`src/rtl/spart_rx.sv`:
```
// SPART receive engine: 8N1 deserializer driven by the 16x oversample enable,
// with a one-byte receive buffer and data-available / framing / overrun flags.
module spart_rx #(
   parameter int DATA_BITS  = 8,
   parameter int OVERSAMPLE = 16
) (
   input  logic                 clk,
   input  logic                 rst_n,
   input  logic                 rx_baud,
   input  logic                 rxd,
   input  logic                 rx_rd,
   output logic [DATA_BITS-1:0] rx_data,
   output logic                 rda,
   output logic                 framing_err,
   output logic                 overrun
);

   localparam int TICK_W = $clog2(OVERSAMPLE);
   localparam int BIT_W  = $clog2(DATA_BITS + 1);

   localparam logic [TICK_W-1:0] TICK_MID = TICK_W'(OVERSAMPLE / 2 - 1);
   localparam logic [TICK_W-1:0] TICK_END = TICK_W'(OVERSAMPLE - 1);
   localparam logic [BIT_W-1:0]  BIT_LAST = BIT_W'(DATA_BITS - 1);

   typedef enum logic [1:0] {
      IDLE,
      START,
      DATA,
      STOP
   } state_e;

   state_e                 state_q, state_d;
   logic                   rxd_meta_q, rxd_meta_d;
   logic                   rxs_q, rxs_d;
   logic                   rxs_prev_q, rxs_prev_d;
   logic [TICK_W-1:0]      tick_q, tick_d;
   logic [BIT_W-1:0]       bit_q, bit_d;
   logic [DATA_BITS-1:0]   shift_q, shift_d;
   logic [DATA_BITS-1:0]   rx_data_q, rx_data_d;
   logic                   rda_q, rda_d;
   logic                   framing_err_q, framing_err_d;
   logic                   overrun_q, overrun_d;

   logic start_edge;
   logic mid_tick;
   logic end_tick;
   logic load;

   // A start edge needs a high-to-low transition, so a held-low break line
   // cannot re-trigger until it has returned high.
   assign start_edge = rxs_prev_q & ~rxs_q;
   assign mid_tick   = rx_baud && (tick_q == TICK_MID);
   assign end_tick   = rx_baud && (tick_q == TICK_END);
   assign load       = (state_q == STOP) && end_tick;

   // ---------------------------------------------------------------- state register
   // NOTE: sequential blocks use non-blocking assignments only, so every flop
   // samples the pre-edge value of every other flop.
   always_ff @(posedge clk or negedge rst_n) begin
      if (!rst_n) begin
         state_q <= IDLE;
      end else begin
         state_q <= state_d;
      end
   end

   // ---------------------------------------------------------------- next-state logic
   // NOTE: every signal assigned in an always_comb gets a default first, so no
   // path through the block can leave it unassigned and infer a latch.
   always_comb begin
      state_d = state_q;
      unique case (state_q)
         IDLE:  if (start_edge) state_d = START;
         START: if (mid_tick)   state_d = rxs_q ? IDLE : DATA;
         DATA:  if (end_tick && (bit_q == BIT_LAST)) state_d = STOP;
         STOP:  if (end_tick)   state_d = IDLE;
         default:               state_d = IDLE;
      endcase
   end

   // ---------------------------------------------------------------- output / datapath logic
   always_comb begin
      rxd_meta_d    = rxd;
      rxs_d         = rxd_meta_q;
      rxs_prev_d    = rxs_q;
      tick_d        = tick_q;
      bit_d         = bit_q;
      shift_d       = shift_q;
      rx_data_d     = rx_data_q;
      rda_d         = rda_q;
      framing_err_d = framing_err_q;
      overrun_d     = overrun_q;

      unique case (state_q)
         IDLE: begin
            tick_d = '0;
            bit_d  = '0;
         end
         START: begin
            bit_d = '0;
            if (mid_tick) begin
               tick_d = '0;
            end else if (rx_baud) begin
               tick_d = tick_q + TICK_W'(1);
            end
         end
         DATA: begin
            if (end_tick) begin
               tick_d  = '0;
               bit_d   = bit_q + BIT_W'(1);
               shift_d = {rxs_q, shift_q[DATA_BITS-1:1]};
            end else if (rx_baud) begin
               tick_d = tick_q + TICK_W'(1);
            end
         end
         STOP: begin
            if (end_tick) begin
               tick_d = '0;
            end else if (rx_baud) begin
               tick_d = tick_q + TICK_W'(1);
            end
         end
         default: begin
            tick_d = '0;
            bit_d  = '0;
         end
      endcase

      // A completing byte always overwrites the buffer and beats a same-cycle pop.
      if (load) begin
         rx_data_d     = shift_q;
         rda_d         = 1'b1;
         framing_err_d = ~rxs_q;
         overrun_d     = rda_q & ~rx_rd;
      end else if (rx_rd && rda_q) begin
         rda_d         = 1'b0;
         framing_err_d = 1'b0;
         overrun_d     = 1'b0;
      end
   end

   // ---------------------------------------------------------------- datapath registers
   // Synchronizer and edge-history flops reset to the idle-high line level so
   // reset release never looks like a start edge.
   always_ff @(posedge clk or negedge rst_n) begin
      if (!rst_n) begin
         rxd_meta_q    <= 1'b1;
         rxs_q         <= 1'b1;
         rxs_prev_q    <= 1'b1;
         tick_q        <= '0;
         bit_q         <= '0;
         shift_q       <= '0;
         rx_data_q     <= '0;
         rda_q         <= 1'b0;
         framing_err_q <= 1'b0;
         overrun_q     <= 1'b0;
      end else begin
         rxd_meta_q    <= rxd_meta_d;
         rxs_q         <= rxs_d;
         rxs_prev_q    <= rxs_prev_d;
         tick_q        <= tick_d;
         bit_q         <= bit_d;
         shift_q       <= shift_d;
         rx_data_q     <= rx_data_d;
         rda_q         <= rda_d;
         framing_err_q <= framing_err_d;
         overrun_q     <= overrun_d;
      end
   end

   assign rx_data     = rx_data_q;
   assign rda         = rda_q;
   assign framing_err = framing_err_q;
   assign overrun     = overrun_q;

endmodule

```
`config.mk`:
```
export PLATFORM = sky130hd
export DESIGN_NAME = spart_rx
export DESIGN_NICKNAME = d
export VERILOG_FILES = /design/src/rtl/spart_rx.sv
export SDC_FILE = /design/constraint.sdc
export NUM_CORES = 1
export LEC_CHECK = 0
export CORE_MARGIN = 4
export CORE_UTILIZATION = 61
export CTS_BUF_LIST = sky130_fd_sc_hd__clkbuf_8
export DETAILED_ROUTE_END_ITERATION = 12
export PLACE_DENSITY_LB_ADDON = 0.12
export SLEW_MARGIN = 10
export SYNTH_ARGS = -nofsm -noshare
export SYNTH_HDL_FRONTEND = slang
export SYNTH_SLANG_ARGS = --single-unit
```
`constraint.sdc`:
```
create_clock -name clk -period 3.4 [get_ports clk]
set_input_delay 0.51 -clock clk [delete_from_list [all_inputs] [get_ports clk]]
set_output_delay 0.51 -clock clk [all_outputs]
set_load 0.05 [all_outputs]
```
==> key figures, run 1 <==
Floorplanning
  • Initial Util: 0.641
  • I/O pin count: 16
  • Core outline area: 2210 um2
  • Row cnt: 17
  • Floorplan die area: 3160 um2
  • Die Ht: 56.2 um
  • Die outline width: 56.2 um

Worst hold path
  • Worst hold path class: flip-flop to flip-flop

Cells and area
  • Final net count: 131
  • Filler Cell Count: 143
  • Area used by multi-input combinational logic: 574 um2
  • Antenna diodes: 0
  • Layout-stage area growth over the synthesis result: 16.9%
  • Most frequent cells in the layout: dfrtp_1, clkdlybuf4s50_1, mux2_2
  • Commonest non-fill, non-tap cell in the layout: dfrtp_1
  • FF/Latch Area: 805 um2
  • Ratio of cells with drive above 1 in the final layout: 0.242

Logic synthesis
  • Post-synthesis area per instance: 13.5 um2
  • EDFF count, synth: 0
  • Top area cells in the synthesized netlist: dfrtp_1, mux2_4, mux2_2, dfstp_2, mux2i_1
  • Number of instances in the synthesized netlist: 105
  • Synthesis-stage register bit count: 32
  • Proportion of synthesized chip area in sequential cells: 0.568
  • Fraction of synthesized cell area taken by the top area cell type: 0.512
  • Cell taking the most area after synthesis: dfrtp_1
  • Flip-flop cell with the highest count after synthesis: dfrtp_1
  • Number of warnings printed during yosys synthesis: 0
  • Ys async rst share: 1.00
  • Synth Cell Area: 1420 um2
  • Number of different library cells in the post-synthesis netlist: 34
  • Number of nets produced by synthesis: 112

Run
  • Number of max-cap violations: 0

Global routing
  • Overall global routing resource usage: 0.166
  • Antenna violations before repair: 0
  • Via count of the first global-routing pass: 869
  • Global-route wire length before repair: 4100 um
  • Remaining global-route overflow: 0
  • Largest net degree at the start of global routing: 33

Routing
  • Routed WL: 2250 um
  • Detailed-route wire length on metal 1: 1090 um
  • Final routed wire length divided by cell count: 14.8 um
  • Number of remaining DRC errors: 0
  • Highest metal used: met4
  • Detailed-routed wire length on met3: 98 um
  • First-pass iteration count of the detailed router: 4
  • Via count normalized by instance count: 5.67
  • Iteration-0 DRC count of the detailed router: 12
  • WL met2: 1050 um
  • Post-DRT Antenna Nets: 0
  • Vias after detailed routing: 862

Critical path
  • Required arrival time at the worst endpoint: 3.56 ns
  • CP Data Arrival Time: 2.14 ns
  • Capturing element type of the critical path: flip-flop
  • Class of the most critical setup path: primary input to flip-flop
  • Worst Path Max Fanout: 8
  • Type of element launching the critical path: primary input

STA
  • Slew Viols, Final: 0
  • Achievable Freq: 0.504 GHz
  • Setup-violating endpoint count in the final report: 0
  • Setup repair after global routing missed its margin: false
  • Fin crit share: 0.584
  • Slew margin rel.: 0.665
  • Slew at the pin with the worst max-slew slack: 0.501 ns
  • Total count of hold-check failures in the final report: 0
  • Final period demand of the worst path: 1.99 ns
  • Worst Skew: 0.00437 ns
  • Total negative slack: 0 ns

Clock tree
  • Number of buffers added to fix hold violations after cts: 0
  • Setup repair bufs after CTS: 0
  • Resized Gates After CTS: 0
  • Clock tree root driver cell: clkbuf_8
  • Maximum number of buffers from clock root to sink: 2
  • CTS tree: yes
  • Skew-Pair Late Insertion Delay: 0.27 ns
  • Clock-pin slew on the worst setup and hold paths: 0.06 ns
  • Number of CTS-inserted buffers: 5
  • H-tree depth reported by CTS: 2
  • Total number of clock tree sinks: 32

Place
  • Weighted congestion reported at the end of routability-driven placement: 0.768
  • HPWL after detailed placement: 1560 um
  • Buffers on Ports: 15

Pwr
  • Static leakage: 0.789 nW
  • Power density cells: 627 nW/um2
  • Total power draw: 0.00104 W
  • Worst vdd rail ir drop: 0.000489 V

Status
  • Outcome: completed
==> power breakdown <==
group          switching [W]  total (W)  internal [W]
logic               0.000149   0.000252      0.000103
registers          0.0000893   0.000528      0.000439
clock network       0.000122   0.000258      0.000136
total               0.000361    0.00104      0.000678
==> state kept, by name (all words and copies together) (netlist names), named ones only <==
| signal | count |
|---|---|
| rda | 1 |
| framing_err | 1 |
| bit_q | 4 |
| rxs_prev_d | 1 |
| rxd_meta_q | 1 |
| state_q | 1 |
| shift_q | 8 |
| rxs_prev_q | 1 |
| overrun | 1 |
| rx_data | 8 |
| tick_q | 4 |
==> through the flow <==
| step | util | area (um2) | hold WS, ns | setup WS [ns] | instances |
|---|---|---|---|---|---|
| after floorplan | - | 1420 | 0.214 | 1.84 | 105 |
| after global placement | 0.714 | 1580 | 0.348 | 1.19 | 145 |
| final | 0.749 | 1660 | 0.356 | 1.41 | 152 |
| after CTS | 0.749 | 1660 | 0.358 | 1.43 | 152 |
| after global routing | 0.749 | 1660 | 0.360 | 1.32 | 152 |
| after detailed placement | 0.714 | 1580 | 0.350 | 1.13 | 145 |
==> cells by family (layout without fill, tap and decap cells) <==
family | count (synthesis) | count (layout) | share of synthesized area
DFF | 32 | 32 | 0.568
and+or+nand+nor | 30 | 30 | 0.147
muxes | 20 | 20 | 0.174
AOI/OAI and AO/OA | 13 | 13 | 0.0547
buffers and inverters | 6 | 25 | 0.0274
adders and majority gates | 2 | 2 | 0.0176
xor gates and xnor gates | 2 | 2 | 0.0124
==> routing by layer <==
layer  GRT usage  up-vias
met2       0.240       19
met1       0.229      425
met4      0.0576        0
met5           0        -
li1            -      415
met3      0.0626        3
==> critical path, cell delays in order <==
cell and delay (ns):
clkdlybuf4s50_1 0.69, nand4_4 0.20, nor3_4 0.36, mux2_2 0.38
==> worst paths after layout <==
check	start	end	slack, ns	cells after the start
worst max-delay path	rx_baud	shift_q[4]	1.41	4
worst min-delay path	rxd_meta_q	rxs_prev_d	0.36	0
worst max register to register	flip-flop	shift_q[4]	1.70	3
worst min register to register	rxd_meta_q	rxs_prev_d	0.36	0
max in group asynchronous	rst_n	rxs_prev_d	2.45	2
min in group asynchronous	rst_n	tick_q[2]	0.64	2
==> final cells by class <==
type,count,share of cell area
inverters,2,0.00453
clock buffers,5,0.0415
clock inverters,2,0.00529
well taps,28,0.0211
flip-flops and latches,32,0.486
multi-input cells,67,0.347
repair buffers,16,0.0952
==> synth_stat cells, types with 2 or more instances <==
cell type	n
a21oi_1	6
buf_4	2
dfrtp_1	29
dfstp_2	3
ha_1	2
inv_1	2
mux2_2	9
mux2_4	7
mux2i_1	4
nand2_1	6
nand3_1	4
nor2_1	3
nor3_1	4
nor3b_1	2
o21ai_0	3
Power figures use the tool's default switching activity.
==> inputs of run 2 (changes only) <==
--- a/config.mk
+++ b/config.mk
@@ -6,7 +6,7 @@
 export NUM_CORES = 1
 export LEC_CHECK = 0
 export CORE_MARGIN = 4
-export CORE_UTILIZATION = 61
+export CORE_UTILIZATION = 51
 export CTS_BUF_LIST = sky130_fd_sc_hd__clkbuf_8
 export DETAILED_ROUTE_END_ITERATION = 12
 export PLACE_DENSITY_LB_ADDON = 0.12
==> constraint.sdc (replaced) <==
create_clock -name clk -period 1.7 [get_ports clk]
set_input_delay 0.255 -clock clk [delete_from_list [all_inputs] [get_ports clk]]
set_output_delay 0.255 -clock clk [all_outputs]
set_load 0.05 [all_outputs]
==> run 2 against run 1 <==
Clock-buffer cell count is 2 higher; final cell count is 6.6% higher; sequential share of layout area is 2.5 points lower; first-iteration DRC count grew to 2.9 times the previous value; cell area is 5.4% higher; worst hold slack worse by 0.0033 ns; via count is 4.4% higher; die area is 17% higher; combinational power is 120% higher; setup slack worse by 1.3 ns; global-route usage is 0.57 points lower; largest power group unchanged; highest routed layer unchanged.
==> key figures, run 2 (synthesized netlist as in run 1, its figures left out) <==
Status
  • Outcome: completed

Routing
  • Vias after detailed routing: 900
  • Post-DRT Antenna Nets: 0
  • Iteration-0 DRC count of the detailed router: 35
  • Routed WL: 2390 um
  • Number of remaining DRC errors: 0
  • Final routed wire length divided by cell count: 14.7 um
  • Via count normalized by instance count: 5.56
  • First-pass iteration count of the detailed router: 4

Critical path
  • Startpoint of the most critical setup path: tick_q[0]
  • Worst-case register-to-register setup slack: 0.08 ns
  • CP Data Arrival Time: 1.78 ns
  • End point of the critical path: rx_data[6]
  • Reg2reg path depth: 4
  • Worst Path Max Fanout: 9
  • Worst reg2reg startpoint: tick_q[0]
  • Worst flop-to-flop path endpoint: rx_data[6]
  • Capturing element type of the critical path: flip-flop
  • Type of element launching the critical path: flip-flop
  • Required arrival time at the worst endpoint: 1.87 ns
  • Class of the most critical setup path: flip-flop to flip-flop

STA
  • Slew Viols, Final: 0
  • Worst Skew: 0.00915 ns
  • Slew at the pin with the worst max-slew slack: 0.469 ns
  • Final worst slack: 0.0850 ns
  • Total negative slack: 0 ns
  • Final period demand of the worst path: 1.62 ns
  • Achievable Freq: 0.619 GHz
  • Total count of hold-check failures in the final report: 0
  • Slew margin rel.: 0.687
  • Setup repair after global routing missed its margin: false
  • Setup-violating endpoint count in the final report: 0
  • Fin crit share: 0.950

Cells and area
  • Count of placed standard cells in the final layout, fillers left out: 162
  • Most frequent cells in the layout: dfrtp_1, buf_4, mux2_2
  • Layout-stage area growth over the synthesis result: 23.1%
  • Antenna diodes: 0
  • Commonest non-fill, non-tap cell in the layout: dfrtp_1
  • Ratio of cells with drive above 1 in the final layout: 0.379
  • Cell area after layout: 1750 um2
  • Final net count: 138

Place
  • Post-placement cell count: 154
  • Buffers on Ports: 15
  • Pre-CTS setup slack: -0.0735 ns
  • Placed Area: 1620 um2
  • HPWL after detailed placement: 1660 um
  • Weighted congestion reported at the end of routability-driven placement: 0.771

Clock tree
  • Clock-pin slew on the worst setup and hold paths: 0.07 ns
  • Total number of clock tree sinks: 32
  • H-tree depth reported by CTS: 2
  • Number of buffers added to fix hold violations after cts: 0
  • Number of CTS-inserted buffers: 5
  • Setup repair bufs after CTS: 0
  • Skew-Pair Late Insertion Delay: 0.29 ns
  • Resized Gates After CTS: 0
  • Clock tree root driver cell: clkbuf_8
  • CTS tree: yes
  • Maximum number of buffers from clock root to sink: 2

Global routing
  • Remaining global-route overflow: 0
  • Antenna violations before repair: 0
  • Global-route wire length before repair: 4140 um
  • Largest net degree at the start of global routing: 33
  • Via count of the first global-routing pass: 880
  • Overall global routing resource usage: 0.160

Floorplanning
  • I/O pin count: 16
  • Initial Util: 0.552
  • Row cnt: 18
  • Floorplan die area: 3690 um2
  • Die outline width: 60.7 um
  • Die Ht: 60.7 um
  • Core outline area: 2570 um2

Pwr
  • Fraction of power consumed by sequential logic: 0.430
  • Switching power of the nets: 0.000768 W
  • Total power draw: 0.00238 W
  • Relative contribution of the clock network to total power: 0.334
  • Worst vdd rail ir drop: 0.00109 V
  • Static leakage: 0.866 nW
  • Comb power frac: 0.235
  • Power density cells: 1370 nW/um2
  • Switching power share of the total: 0.322
  • Internal power summed over all cells: 0.00162 W

Run
  • Number of max-cap violations: 0

Worst hold path
  • Worst hold path class: primary input to async pin
==> run 2: changes by cell type in the layout (fill, tap and decap cells not counted), sizes merged <==
cell	before	now
buf	1	19
clkdlybuf4s50	15	4
clkbuf	5	7
bufinv	0	1
clkinv	1	0
inv	3	2
==> run 2: stage by stage <==
step | utilization | hold slack [ns]
final | 0.680 | 0.352
after floorplan | - | -0.0406
after detailed placement | 0.631 | 0.354
after global placement | 0.631 | 0.346
after global routing | 0.680 | 0.366
after CTS | 0.680 | 0.363
==> run 2: how the worst min path moves through the flow <==
| stage | slack [ns] | startpoint | cells past startpoint | end |
|---|---|---|---|---|
| after floorplan | -0.04 | rst_n | 0 | async pin |
| after global placement | 0.35 | rxd_meta_q | 0 | rxs_prev_d |
| after detailed placement | 0.35 | rxd_meta_q | 0 | rxs_prev_d |
| after CTS | 0.36 | rxd_meta_q | 0 | rxs_prev_d |
| after global routing | 0.37 | rxd_meta_q | 0 | rxs_prev_d |
| final | 0.35 | rst_n | 2 | bit_q[0] |
==> run 2: power by group through the flow <==
stage / Sequential, W / Clock, W / Combinational (W)
6_report: 0.00103 / 0.000797 / 0.000561
4_1_cts: 0.00103 / 0.000813 / 0.000564
3_5_place_dp: 0.00104 / 0 / 0.000566
5_1_grt: 0.00105 / 0.000847 / 0.000624
2_1_floorplan: 0.00109 / 0 / 0.000348
3_3_place_gp: 0.00103 / 0 / 0.000547
==> run 2: layout make-up <==
| class | count | area, um2 |
|---|---|---|
| inverter | 2 | 7.51 |
| timing repair buffer | 23 | 195 |
| multi-input combinational | 67 | 574 |
| clock inverter | 1 | 30.0 |
| sequential | 32 | 805 |
| fill | 192 | 822 |
| tap | 30 | 37.5 |
| clock buffer | 7 | 96.3 |
==> run 2: per-layer routing <==
| layer | up-vias | wire length (um) | GRT usage |
|---|---|---|---|
| met5 | - | 0 | 0 |
| met4 | 0 | 53 | 0.0743 |
| met3 | 7 | 185 | 0.0766 |
| met2 | 26 | 1050 | 0.226 |
| met1 | 434 | 1090 | 0.209 |
| li1 | 433 | - | - |
==> run 2: worst max-delay path, stage by stage, from the launching register on <==
cell	delay, ns
dfrtp_1	0.38
ha_1	0.30
and4_4	0.28
nand3_4	0.18
mux2_4	0.35
